`src/rtl/lut_mult_pkg.sv`:
```
// Shared types and constants for the LUT-based sequential multiplier.
// Signed operation is enabled by defining LUT_MULT_SIGNED_EN.
package lut_mult_pkg;

  typedef enum logic [1:0] {
    BUILD,
    IDLE,
    RUN,
    DONE
  } state_t;

  localparam int DIGIT_W   = 4;
  localparam int LUT_DEPTH = 16;

endpackage

```
`src/rtl/lut_mult_table.sv`:
```
// Multiples-of-A table: builds entry k = A*k one entry per cycle.
// LUT_MULT_SIGNED_EN makes A and the entries two's complement.
module lut_mult_table
  import lut_mult_pkg::*;
#(
  parameter int A_WIDTH = 8,
  parameter int A_INIT  = 2,
  localparam int TW = A_WIDTH + DIGIT_W
) (
  input  logic               clk,
  input  logic               rst,
  input  logic               start,
  input  logic [A_WIDTH-1:0] a,
  input  logic [3:0]         rd_idx,
  output logic [TW-1:0]      rd_data,
`ifdef LUT_MULT_SIGNED_EN
  output logic [A_WIDTH-1:0] a_cur,
`endif
  output logic               last
);

  logic [TW-1:0]      tbl [LUT_DEPTH];
  logic [TW-1:0]      sum;
  logic [TW-1:0]      a_ext;
  logic [A_WIDTH-1:0] a_reg;
  logic [3:0]         cnt;
  logic               done;

`ifdef LUT_MULT_SIGNED_EN
  assign a_ext = TW'($signed(a_reg));
  assign a_cur = a_reg;
`else
  assign a_ext = TW'(a_reg);
`endif

  assign rd_data = tbl[rd_idx];
  assign last    = !done && (cnt == 4'd15);

  // Running sum keeps each entry one add away from the previous one.
  always_ff @(posedge clk) begin
    if (rst || start) begin
      a_reg <= rst ? A_WIDTH'(A_INIT) : a;
      sum   <= '0;
      cnt   <= '0;
      done  <= 1'b0;
    end else if (!done) begin
      tbl[cnt] <= sum;
      sum      <= sum + a_ext;
      cnt      <= cnt + 4'd1;
      if (cnt == 4'd15) done <= 1'b1;
    end
  end

endmodule

```
`src/rtl/lut_mult_seq.sv`:
```
// Sequential A*X multiplier, one 4-bit digit of X per cycle, MSB first.
// Define LUT_MULT_SIGNED_EN for two's complement X, A and C.
module lut_mult_seq
  import lut_mult_pkg::*;
#(
  parameter int BIT_WIDTH = 8,
  parameter int A_WIDTH   = 8,
  parameter int A_INIT    = 2
) (
  input  logic                         clk,
  input  logic                         rst,
  input  logic [BIT_WIDTH-1:0]         X,
  input  logic                         in_valid,
  output logic                         in_ready,
  input  logic [A_WIDTH-1:0]           A,
  input  logic                         a_valid,
  output logic                         a_ready,
  output logic [BIT_WIDTH+A_WIDTH-1:0] C,
  output logic                         out_valid,
  input  logic                         out_ready
);

  localparam int CW  = BIT_WIDTH + A_WIDTH;
  localparam int TW  = A_WIDTH + DIGIT_W;
  localparam int D   = BIT_WIDTH / DIGIT_W;
  localparam int DCW = $clog2(D + 1);

  state_t               state;
  logic [BIT_WIDTH-1:0] x_sr;
  logic [DCW-1:0]       dcnt;
  logic [CW-1:0]        acc;
  logic [CW-1:0]        acc_next;
  logic [CW-1:0]        prod;
  logic [DIGIT_W-1:0]   digit;
  logic [TW-1:0]        tbl_data;
  logic                 tbl_last;
  logic                 tbl_start;
`ifdef LUT_MULT_SIGNED_EN
  logic [A_WIDTH-1:0]   a_cur;
`endif

  assign digit     = x_sr[BIT_WIDTH-1 -: DIGIT_W];
  assign tbl_start = (state == IDLE) && a_valid;

  lut_mult_table #(
    .A_WIDTH(A_WIDTH),
    .A_INIT (A_INIT)
  ) u_table (
    .clk    (clk),
    .rst    (rst),
    .start  (tbl_start),
    .a      (A),
    .rd_idx (digit),
    .rd_data(tbl_data),
`ifdef LUT_MULT_SIGNED_EN
    .a_cur  (a_cur),
`endif
    .last   (tbl_last)
  );

  always_comb begin
`ifdef LUT_MULT_SIGNED_EN
    prod = CW'($signed(tbl_data));
    // Top digit carries weight -8: d - 16 instead of d.
    if (dcnt == '0 && digit[DIGIT_W-1])
      prod = prod - (CW'($signed(a_cur)) << DIGIT_W);
`else
    prod = CW'(tbl_data);
`endif
    acc_next = (acc << DIGIT_W) + prod;
  end

  always_ff @(posedge clk) begin
    if (rst) begin
      state     <= BUILD;
      x_sr      <= '0;
      dcnt      <= '0;
      acc       <= '0;
      C         <= '0;
      out_valid <= 1'b0;
      in_ready  <= 1'b0;
      a_ready   <= 1'b0;
    end else begin
      unique case (state)
        BUILD: begin
          if (tbl_last) begin
            state    <= IDLE;
            in_ready <= 1'b1;
            a_ready  <= 1'b1;
          end
        end
        IDLE: begin
          if (a_valid) begin
            state    <= BUILD;
            C        <= '0;
            in_ready <= 1'b0;
            a_ready  <= 1'b0;
          end else if (in_valid) begin
            state    <= RUN;
            x_sr     <= X;
            acc      <= '0;
            dcnt     <= '0;
            in_ready <= 1'b0;
            a_ready  <= 1'b0;
          end
        end
        RUN: begin
          acc  <= acc_next;
          x_sr <= x_sr << DIGIT_W;
          dcnt <= dcnt + 1'b1;
          if (dcnt == DCW'(D - 1)) begin
            state     <= DONE;
            C         <= acc_next;
            out_valid <= 1'b1;
          end
        end
        DONE: begin
          if (out_ready) begin
            state     <= IDLE;
            out_valid <= 1'b0;
            in_ready  <= 1'b1;
            a_ready   <= 1'b1;
          end
        end
        default: state <= BUILD;
      endcase
    end
  end

endmodule
```
`config.mk`:
```
export PLATFORM = sky130hd
export DESIGN_NAME = lut_mult_seq
export DESIGN_NICKNAME = d
export VERILOG_FILES = /design/src/rtl/lut_mult_pkg.sv /design/src/rtl/lut_mult_table.sv /design/src/rtl/lut_mult_seq.sv
export SDC_FILE = /design/constraint.sdc
export NUM_CORES = 1
export LEC_CHECK = 0
export CORE_ASPECT_RATIO = 1.2
export CORE_MARGIN = 5
export CORE_UTILIZATION = 65
export CTS_CLUSTER_SIZE = 16
export DETAILED_ROUTE_END_ITERATION = 6
export MAX_ROUTING_LAYER = met4
export PLACE_DENSITY_LB_ADDON = 0.3
export SYNTH_ARGS = -nofsm -noshare
export SYNTH_HDL_FRONTEND = slang
export SYNTH_SLANG_ARGS = --single-unit
```
`constraint.sdc`:
```
create_clock -name clk -period 9.5 [get_ports clk]
set_clock_uncertainty 0.2 [all_clocks]
set_input_delay 1.425 -clock clk [delete_from_list [all_inputs] [get_ports clk]]
set_output_delay 1.425 -clock clk [all_outputs]
set_load 0.01 [all_outputs]
```
# After elaboration in Yosys (flattened, before gate mapping)
# Memories as Yosys holds them, arrays and structs flattened. A register that Yosys moved wholly into a read port is not among the register bits.
# Cells that the tools add are included.
# classes
reduce_logical,13
add_sub_neg,4
n_eq_ne,12
muxes,33
# op_table
operator,count
16-bit two-way mux,2
16-bit case mux with 2 select lines,1
12-bit two-way mux,2
12-bit case mux with 2 select lines,1
16-bit by 12-bit adder with 16-bit output,1
8-bit two-way mux,2
8-bit case mux with 2 select lines,1
2-bit two-way mux,7
12-bit by 8-bit adder with 12-bit output,1
2-bit != test (second input constant),6
1-bit two-way mux,11
3-bit AND reduction,3
4-bit two-way mux,2
2-bit case mux with 4 select lines,1
4-bit AND reduction,2
4-bit by 1-bit adder with 4-bit output (second input constant),1
2-bit by 1-bit == test with 1-bit output (second input constant),2
2-bit == test (second input constant),2
4-bit == test (second input constant),1
2-bit case mux with 2 select lines,1
2-bit nonzero test,2
3-bit != test (second input constant),1
1-bit case mux with 3 select lines,1
3-bit nonzero test,1
6 further kinds,7
# word_totals
elab_cells,74
output_inout_bits,19
n_memories,1
inputBits,21
reg_bits,67
mem_bits_rw,192
# mem_list
name,depth,word_bits,read_ports,rd_clocked_by_memory_dff,write_ports,line_no,text
u_table.tbl,16,12,1,1,1,lut_mult_table.sv:22,logic [TW-1:0] tbl [LUT_DEPTH];

# Longest topological paths before layout
# Gate-level depths: netlist (run 1).
# depth
depth_word,5
mapped_depth,11
mapped_depth_nobuf,9

# By module
# From an unflattened synthesis (run 1), not the netlist that was laid out.
# unflattened
cells_unflattened,689
hier_area_um2,10864.2
# modules_own_cells
module,n_inst,seq_area_each_um2,area_per_inst_um2,cells_per_inst
lut_mult_table,1,6346.1,8679.6,430
lut_mult_seq,1,840.8,2184.6,259

# Worst setup path before layout (run 1)
# OpenSTA, ideal clock, no wires.
# synth_timing
kind,input port to flip-flop
startpoint,input a_valid
endpoint,memory u_table.tbl[7][0] in the netlist's numbering (enable)
t_arrival_ps,3117
path_slack_ps,5784
cell_stages,4
setup_ps,399
required_ps,8901
n_path_buf,1
path_cell_list,a21oi_1 -> clkbuf_1 -> nand2_1 -> nor3b_1
# synth_via
elab_chain_cells,4
# synth_rtl
element,line_no,text
start: declaration,lut_mult_seq.sv:16,"input logic a_valid,"
1-bit logical AND,lut_mult_seq.sv:43,assign tbl_start = (state == IDLE) && a_valid;
1-bit logical OR,lut_mult_table.sv:41,if (rst || start) begin
1-bit two-way mux,lut_mult_table.sv:41,
1-bit two-way mux (implied by the code),lut_mult_table.sv:47,tbl[cnt] <= sum;
end: declaration,lut_mult_table.sv:22,
# Every way passes these cells.

# Final worst setup path (run 1)
# layout_timing
startpoint,input rst
endpoint,memory u_table.tbl[4][10] in the netlist's numbering (enable)
# layout_via
elab_chain_cells,3
# layout_rtl
element,line_no,text
start: declaration,lut_mult_seq.sv:11,"input logic rst,"
1-bit logical OR,lut_mult_table.sv:41,
1-bit two-way mux,lut_mult_table.sv:41,
1-bit two-way mux (implied by the code),lut_mult_table.sv:47,
# Every way passes these cells.

==> results of run 1 <==
==> cells in the mapped netlist, drive strengths merged, types with 15 or more instances <==
master	instances	area, um2
edfxtp	200	6010
dfxtp	63	1260
nor2	43	161
mux2i	40	400
mux4	40	927
a21oi	38	190
nand2	34	128
ha	26	325
o21ai	22	110
clkbuf	20	75.1
buf	18	129
a211oi	17	128
nand3b	15	113
==> cells by family after synthesis <==
family	count (synthesis)	synth area share, %
adders and majority gates	28	3.31
xor gates and xnor gates	15	1.19
buffers and inverters	52	2.32
DFF	263	65.9
AOI/OAI and AO/OA	127	7.55
muxes	80	12.0
and+or+nand+nor	167	7.73
==> worst max-delay path: cells and delay by family <==
| kind | cells | cell delay, ns |
|---|---|---|
| AOI/OAI and AO/OA | 1 | 1.06 |
| buffers and inverters | 2 | 1.07 |
| and+or+nand+nor | 4 | 1.34 |
==> cells in the final DEF (no fill, tap or decap), drive strengths merged, types with 6 or more instances in the layout <==
master         count
and2              13
o211ai             7
and3               8
a211oi            17
o21ai             22
buf                7
xnor2              6
nor2              43
a21o               8
nand2b            11
ha                26
nand2             34
a21oi             38
mux2i             40
dfxtp             63
inv               15
edfxtp           200
a22o              12
a31oi              6
nor3               8
mux4              40
xor2               9
clkdlybuf4s50     38
nor2b             14
clkbuf            29
nand3             12
clkinv            11
nand3b            15
==> layout make-up <==
cell class	instances	area [um2]	area share [%]
clock buffers	29	641	5.19
clock inverters	16	153	1.24
inverters	14	52.6	0.426
multi-input cells	417	3520	28.5
flip-flops and latches	263	7270	59.0
well taps	216	270	2.19
repair buffers	45	430	3.49
==> final timing paths <==
path / from / endpoint
setup reg to reg: flip-flop / acc[10]
setup / recovery: rst / u_table.tbl[4][10]
hold reg to reg: x_sr[3] / x_sr[3]
hold / removal: x_sr[3] / x_sr[3]
==> layer usage <==
metal	global-route usage [%]	up-vias	share of wire (%)
met1	32.0	3191	37
met3	4.35	69	8.0
met4	10.4	0	4.5
met2	41.8	319	50
met5	-	-	0
li1	-	2895	-
==> through the flow <==
stage / cell area (um2) / util (%) / hold slack (ns) / setup WS, ns
floorplan: 11000 / - / 0.232 / 5.78
finish: 12300 / 73.5 / 0.250 / 4.54
detailed placement: 11500 / 68.7 / 0.243 / 4.09
CTS: 12300 / 73.5 / 0.252 / 4.57
global placement: 11500 / 68.7 / 0.239 / 4.29
global route: 12300 / 73.5 / 0.275 / 4.29
==> power by group through the flow <==
stage	registers, W	logic (W)	clock network [W]
finish	0.00144	0.000236	0.000963
global route	0.00145	0.000258	0.00103
CTS	0.00144	0.000235	0.000976
detailed placement	0.00146	0.000233	0
global placement	0.00145	0.000224	0
floorplan	0.00140	0.000178	0
==> out/qor.yml, run 1 <==
run_status:
  status: "finished, final reports clean"
clock_tree:
  cts.clk_slew.worst_paths_ns: 0.06
  cts_resized: 0
  clkSinkCount: 263
  cts_tree: "built"
  postCtsSetupBuffers: 0
  postCtsHoldBufs: 0
  cts_root_buf: "clkbuf_16"
  cts_made_buffers: 25
  insertion_delay_ns: 0.52
  cts_buffer_depth: 3
  htreeDepth: 1
grt:
  grt_pass1_vias: 6586
  antenna_found_initial: 0
  grt_max_degree: 58
  grt_usage_pct: 25.6
  gr-total-overflow: 0
  grt_pass1_wl_mm: 37.0
power_and_ir_drop:
  p_total_w: 0.00264
  power_leakage_nw: 4.05
  p_clk_share_pct: 36.5
  p_sw_w: 0.000631
  p_per_area_nw_per_um2: 214
  intPower_w: 0.00201
  peakVddDrop_mv: 0.179
  swShare_pct: 23.9
  seqPwrFrac_pct: 54.5
  combPwrFrac_pct: 9.0
synthesis:
  syn_inst: 732
  synth_area_per_cell_um2: 15.1
  yosysSeqAreaShare_pct: 65.9
  ys_ff_latch: 263
  synth_flop_cell: "edfxtp_1"
  ys_types: 50
  synth_fp_nets: 781
  async_flop_share_pct: 0
  synth-edff-count: 200
  yosysWarnings: 0
  syn_area_um2: 11000
drt:
  antenna_left: 0
  finalWirelength_mm: 24.1
  routedWlPerCell_um: 24.1
  firstDrtPassIters: 5
  drc: 0
  num_vias: 6474
  vias_per_cell: 6.47
  initialDrtViolationCount: 610
critical_path:
  cp_cell_sequence: "buf_2 > a21oi_1 > inv_1 > nor2_1 > nand2_1 > nor2_1 > and2_1"
  required_ns: 9.45
  critPathKind: "in -> reg"
  start_kind: "input pin"
  cp_common_cell: "nor2_1"
  cpPeakStageDelay_ns: 1.06
  worst-path-max-fanout: 53
  endpoint_kind: "flip-flop"
  arrival_ns: 4.91
  worstRegToRegCells: 10
  r2r_slack_ns: 5.15
  worst_path_max_delay_cell: "a21oi_1"
layout:
  final_nets: 815
  syn_to_final_growth_pct: 11.8
  fillers: 1024
  instances_no_fill: 1000
  top_regs: "u_table.tbl: 192 flops, C: 16 flops"
  largest_reg_flops: 192
  drive_above_1_share_pct: 9.95
  top_register: "u_table.tbl"
  antenna_cells: 0
run:
  max_cap_viol_count: 0
die:
  num_rows: 52
  core_um2: 16800
  fp.dieH_um: 153
  die-area_um2: 19700
  initial_core_util_pct: 65.7
  num_io_pins: 40
  die_w_um: 129
placement:
  gp_congestion: 0.909
  port_buffers: 39
  placedCellCount: 955
  hpwlAfterDp_mm: 15.6
timing:
  fin_tns_setup_ns: 0
  tightestPinTransition_ns: 1.21
  period_needed_ns: 4.96
  fmax_mhz: 201
  drv_slew: 0
  setup_violations: 0
  hold_violations: 0
  rsz0062_at_grt: "false"
  min_period_over_period_pct: 52.3
  relSlewSlack_pct: 19.0
worst_hold_path:
  whs_path_depth: 2
  min_path_type: "reg -> reg"
Power figures use the tool's default switching activity.
==> inputs of run 2 (changes only) <==
- CORE_UTILIZATION: 65 -> 61
- clock period: 9.5 -> 5.03 ns (I/O delays scaled with it)
==> run 2 against run 1 <==
Design area is 0.62% higher. Critical path depth stayed put. Critical path type is now reg -> reg. Total power is 91% higher. Via count is 2.5% lower. Combinational power is 79% higher. Die area is 6.1% higher.
==> out/qor.yml, run 2 (synthesis results as in run 1) <==
run_status:
  status: "finished, final reports clean"
critical_path:
  cpPeakStageDelay_ns: 1.08
  cp_common_cell: "mux4_2"
  worst_path_max_delay_cell: "dfxtp_1"
  critPathKind: "reg -> reg"
  cp_cell_sequence: "mux4_2 > mux4_2 > ha_1 > a211oi_1 > o21ai_1 > a2111o_1 > o311ai_0"
  start_kind: "flip-flop"
  endpoint_kind: "flip-flop"
  required_ns: 5.22
  crit_family: "compound AO/OA/AOI/OAI gates"
  path_buf_inv: 0
  arrival_ns: 4.18
  worst-path-max-fanout: 26
timing:
  hold_violations: 0
  whs_ns: 0.254
  fin_tns_setup_ns: 0
  relSlewSlack_pct: 22.8
  fmax_mhz: 250
  tightestPinTransition_ns: 1.16
  period_needed_ns: 3.99
  setup_violations: 0
  min_period_over_period_pct: 79.4
  drv_slew: 0
  rsz0062_at_grt: "false"
grt:
  grt_pass1_vias: 6389
  gr-total-overflow: 0
  top_usage_layer: "met2"
  met3_usage_pct: 3.10
  grt_usage_pct: 22.8
  grt_use_met1_pct: 26.8
  grt_max_degree: 54
  grt_pass1_wl_mm: 35.7
  grt_util_met2_pct: 41.0
  antenna_found_initial: 0
drt:
  drc: 0
  initialDrtViolationCount: 488
  finalWirelength_mm: 22.7
  antenna_left: 0
  routedWlPerCell_um: 22.5
  vias_per_cell: 6.24
  num_vias: 6315
  firstDrtPassIters: 5
power_and_ir_drop:
  p_sw_w: 0.00117
  power_leakage_nw: 4.08
  combPwrFrac_pct: 8.4
  p_clk_share_pct: 38.1
  intPower_w: 0.00386
  p_total_w: 0.00503
  seqPwrFrac_pct: 53.5
  peakVddDrop_mv: 0.281
  p_per_area_nw_per_um2: 405
  swShare_pct: 23.3
layout:
  top_register: "u_table.tbl"
  syn_to_final_growth_pct: 12.5
  drive_above_1_share_pct: 10.3
  final_common_cell: "edfxtp_1"
  largest_reg_flops: 192
  layout_common_cells: "200 x edfxtp_1, 62 x dfxtp_1, 43 x nor2_1"
  top_regs: "u_table.tbl: 192 flops, C: 16 flops"
  final_nets: 818
  multi_input_area_um2: 3520
  antenna_cells: 0
  regArea_um2: 7270
  fillers: 1158
  fin_util_pct: 69.0
placement:
  port_buffers: 39
  gp_congestion: 0.880
  hpwlAfterDp_mm: 14.3
clock_tree:
  cts_made_buffers: 26
  insertion_delay_ns: 0.53
  htreeDepth: 1
  cts.clk_slew.worst_paths_ns: 0.06
  cts_buffer_depth: 3
  cts_root_buf: "clkbuf_16"
  postCtsHoldBufs: 0
  cts_resized: 0
  postCtsSetupBuffers: 0
  cts_tree: "built"
  clkSinkCount: 263
die:
  core_um2: 18000
  die-area_um2: 20900
  initial_core_util_pct: 61.4
  num_io_pins: 40
  num_rows: 54
  die_w_um: 133
  fp.dieH_um: 157
run:
  max_cap_viol_count: 0
worst_hold_path:
  min_path_type: "reg -> reg"
## run 2: worst paths after layout
check        startpoint      end  slack (ns)  cells past startpoint
max           flip-flop  acc[11]        1.04                      7
min             x_sr[3]  x_sr[3]        0.25                      2
max reg2reg   flip-flop  acc[11]        1.04                      7
min reg2reg     x_sr[3]  x_sr[3]        0.25                      2
## run 2: stage by stage
step / std cells / setup slack [ns] / area, um2
floorplan: 732 / 1.72 / 11000
global placement: 965 / 1.14 / 11600
detailed placement: 965 / 1.09 / 11600
CTS: 1012 / 1.09 / 12400
global route: 1012 / 0.801 / 12400
finish: 1012 / 1.04 / 12400
## run 2: power groups by stage
stage | combinational (W) | sequential (W) | clock (W)
after global routing | 0.000470 | 0.00271 | 0.00203
after detailed placement | 0.000415 | 0.00273 | 0
after global placement | 0.000393 | 0.00271 | 0
after CTS | 0.000422 | 0.00269 | 0.00193
final | 0.000422 | 0.00269 | 0.00192
after floorplan | 0.000336 | 0.00265 | 0
## run 2: per-layer routing
metal	part of all wire [%]	vias up	wire length (um)
li1	-	2900	-
met5	0	-	0
met1	38	3123	8670
met2	53	241	12100
met3	6.2	51	1400
met4	2.4	0	554
## run 2: worst min-delay path: cells and delay by family (launching register included)
family / cells / cell delay, ns
flops: 1 / 0.31
compound gates: 1 / 0.05
simple gates: 1 / 0.05
## run 2: final cells by class
type | count | area share, %
clock buffer | 34 | 5.66
clock inverter | 13 | 1.11
inverter | 14 | 0.423
multi-input combinational | 417 | 28.4
sequential | 263 | 58.6
tap | 224 | 2.26
timing repair buffer | 47 | 3.59
==> inputs of run 3 (changes only) <==
- clock period: 5.03 -> 4.12 ns (I/O delays scaled with it)
==> run 3 against run 2 <==
Final cell count grew 0.59%. Non-clock buffer count grew 8. First-iteration DRC count grew 19%. Global-route usage grew 0.75 points. Sequential share of layout area is essentially flat. Critical endpoint is now C[10]. Die area is the same. Critical path depth grew 2.
==> out/qor.yml, run 3 (synthesis results as in run 1) <==
timing:
  rsz0062_at_grt: "false"
  tightestPinTransition_ns: 0.979
  worst_slack_ns: 0.533
  min_period_over_period_pct: 87.1
  fin_tns_setup_ns: 0
  fmax_mhz: 279
  relSlewSlack_pct: 34.7
  hold_violations: 0
  setup_violations: 0
  drv_slew: 0
  period_needed_ns: 3.59
worst_hold_path:
  hold_end: "x_sr[3]"
  min_from: "x_sr[3]"
  whs_path_depth: 2
  min_path_type: "reg -> reg"
clock_tree:
  insertion_delay_ns: 0.51
  postCtsHoldBufs: 0
  cts_root_buf: "clkbuf_16"
  cts_tree: "built"
  htreeDepth: 1
  cts_buffer_depth: 3
  postCtsSetupBuffers: 0
  cts_made_buffers: 25
  cts_resized: 0
  clkSinkCount: 263
  cts.clk_slew.worst_paths_ns: 0.06
grt:
  grt_usage_pct: 23.5
  antenna_found_initial: 0
  grt_max_degree: 53
  grt_pass1_wl_mm: 36.4
  gr-total-overflow: 0
  grt_pass1_vias: 6496
placement:
  gp_congestion: 0.897
  place_ws_ns: 0.520
  port_buffers: 39
  hpwlAfterDp_mm: 15.0
drt:
  drc: 0
  met3_length_mm: 1.56
  antenna_left: 0
  wl_met2_mm: 12.4
  num_vias: 6455
  firstDrtPassIters: 7
  finalWirelength_mm: 23.5
  drt-met1-wl_mm: 9.04
  routedWlPerCell_um: 23.1
  vias_per_cell: 6.34
  maxUsedRoutingLayer: "met4"
  initialDrtViolationCount: 580
critical_path:
  worstRegToRegCells: 9
  critPathKind: "reg -> reg"
  endpoint_kind: "flip-flop"
  worst-path-max-fanout: 20
  start_kind: "flip-flop"
  arrival_ns: 3.77
  required_ns: 4.30
  r2r_slack_ns: 0.53
  r2r-end: "C[10]"
die:
  num_rows: 54
  num_io_pins: 40
  die-area_um2: 20900
  initial_core_util_pct: 61.4
  core_um2: 18000
  fp.dieH_um: 157
  die_w_um: 133
power_and_ir_drop:
  power_leakage_nw: 4.10
  p_total_w: 0.00594
  p_per_area_nw_per_um2: 479
  peakVddDrop_mv: 0.327
layout:
  final_nets: 825
  antenna_cells: 0
  layout_common_cells: "200 x edfxtp_1, 62 x dfxtp_1, 43 x nor2_1"
  syn_to_final_growth_pct: 12.4
  drive_above_1_share_pct: 10.8
  largest_reg_flops: 192
  top_regs: "u_table.tbl: 192 flops, C: 16 flops"
  top_register: "u_table.tbl"
  fillers: 1151
  final_common_cell: "edfxtp_1"
run:
  max_cap_viol_count: 0
run_status:
  status: "finished, final reports clean"
==> run 3: layout make-up <==
type | count | area [um2] | share of cell area (%)
Multi-Input combinational cell | 417 | 3520 | 28.4
Clock inverter | 9 | 62.6 | 0.504
Inverter | 14 | 52.6 | 0.424
Tap cell | 224 | 280 | 2.26
Sequential cell | 263 | 7270 | 58.6
Clock buffer | 36 | 697 | 5.62
Timing Repair Buffer | 55 | 518 | 4.18
==> run 3: critical path: stages (launching register included) <==
cell     delay (ns)
dfxtp_4        0.53
buf_12         0.24
mux4_1         0.59
mux4_2         0.50
ha_1           0.35
a21oi_1        0.27
a21oi_1        0.13
or3_1          0.34
a41oi_1        0.24
nor2_1         0.06
==> run 3: worst max-delay path by stage <==
stage	from	slack (ns)	cells after the start	endpoint
finish	flip-flop	0.53	9	C[10]
global route	flip-flop	0.23	9	C[14]
CTS	flip-flop	0.49	9	C[14]
detailed placement	flip-flop	0.52	9	C[14]
global placement	flip-flop	0.67	9	C[10]
floorplan	flip-flop	0.81	11	C[10]
==> run 3: per-layer routing <==
layer / up-vias / global-route usage, %
met2: 285 / 41.9
met1: 3206 / 28.6
li1: 2920 / -
met4: 0 / 6.49
met3: 44 / 3.04
met5: - / -
==> run 3: stage by stage <==
step	instances	cell area, um2	hold slack, ns	utilization [%]
floorplan	732	11000	0.232	-
global placement	973	11600	0.238	64.8
detailed placement	973	11600	0.246	64.8
CTS	1018	12400	0.261	69.0
global route	1018	12400	0.272	69.0
finish	1018	12400	0.257	69.0
==> run 3: power breakdown <==
group	internal [W]	switching [W]	leakage [nW]	total (W)
combinational	0.000247	0.000277	1.41	0.000524
sequential	0.00308	0.000201	2.32	0.00328
clock	0.00123	0.000901	0.370	0.00213
total	0.00456	0.00138	4.10	0.00594
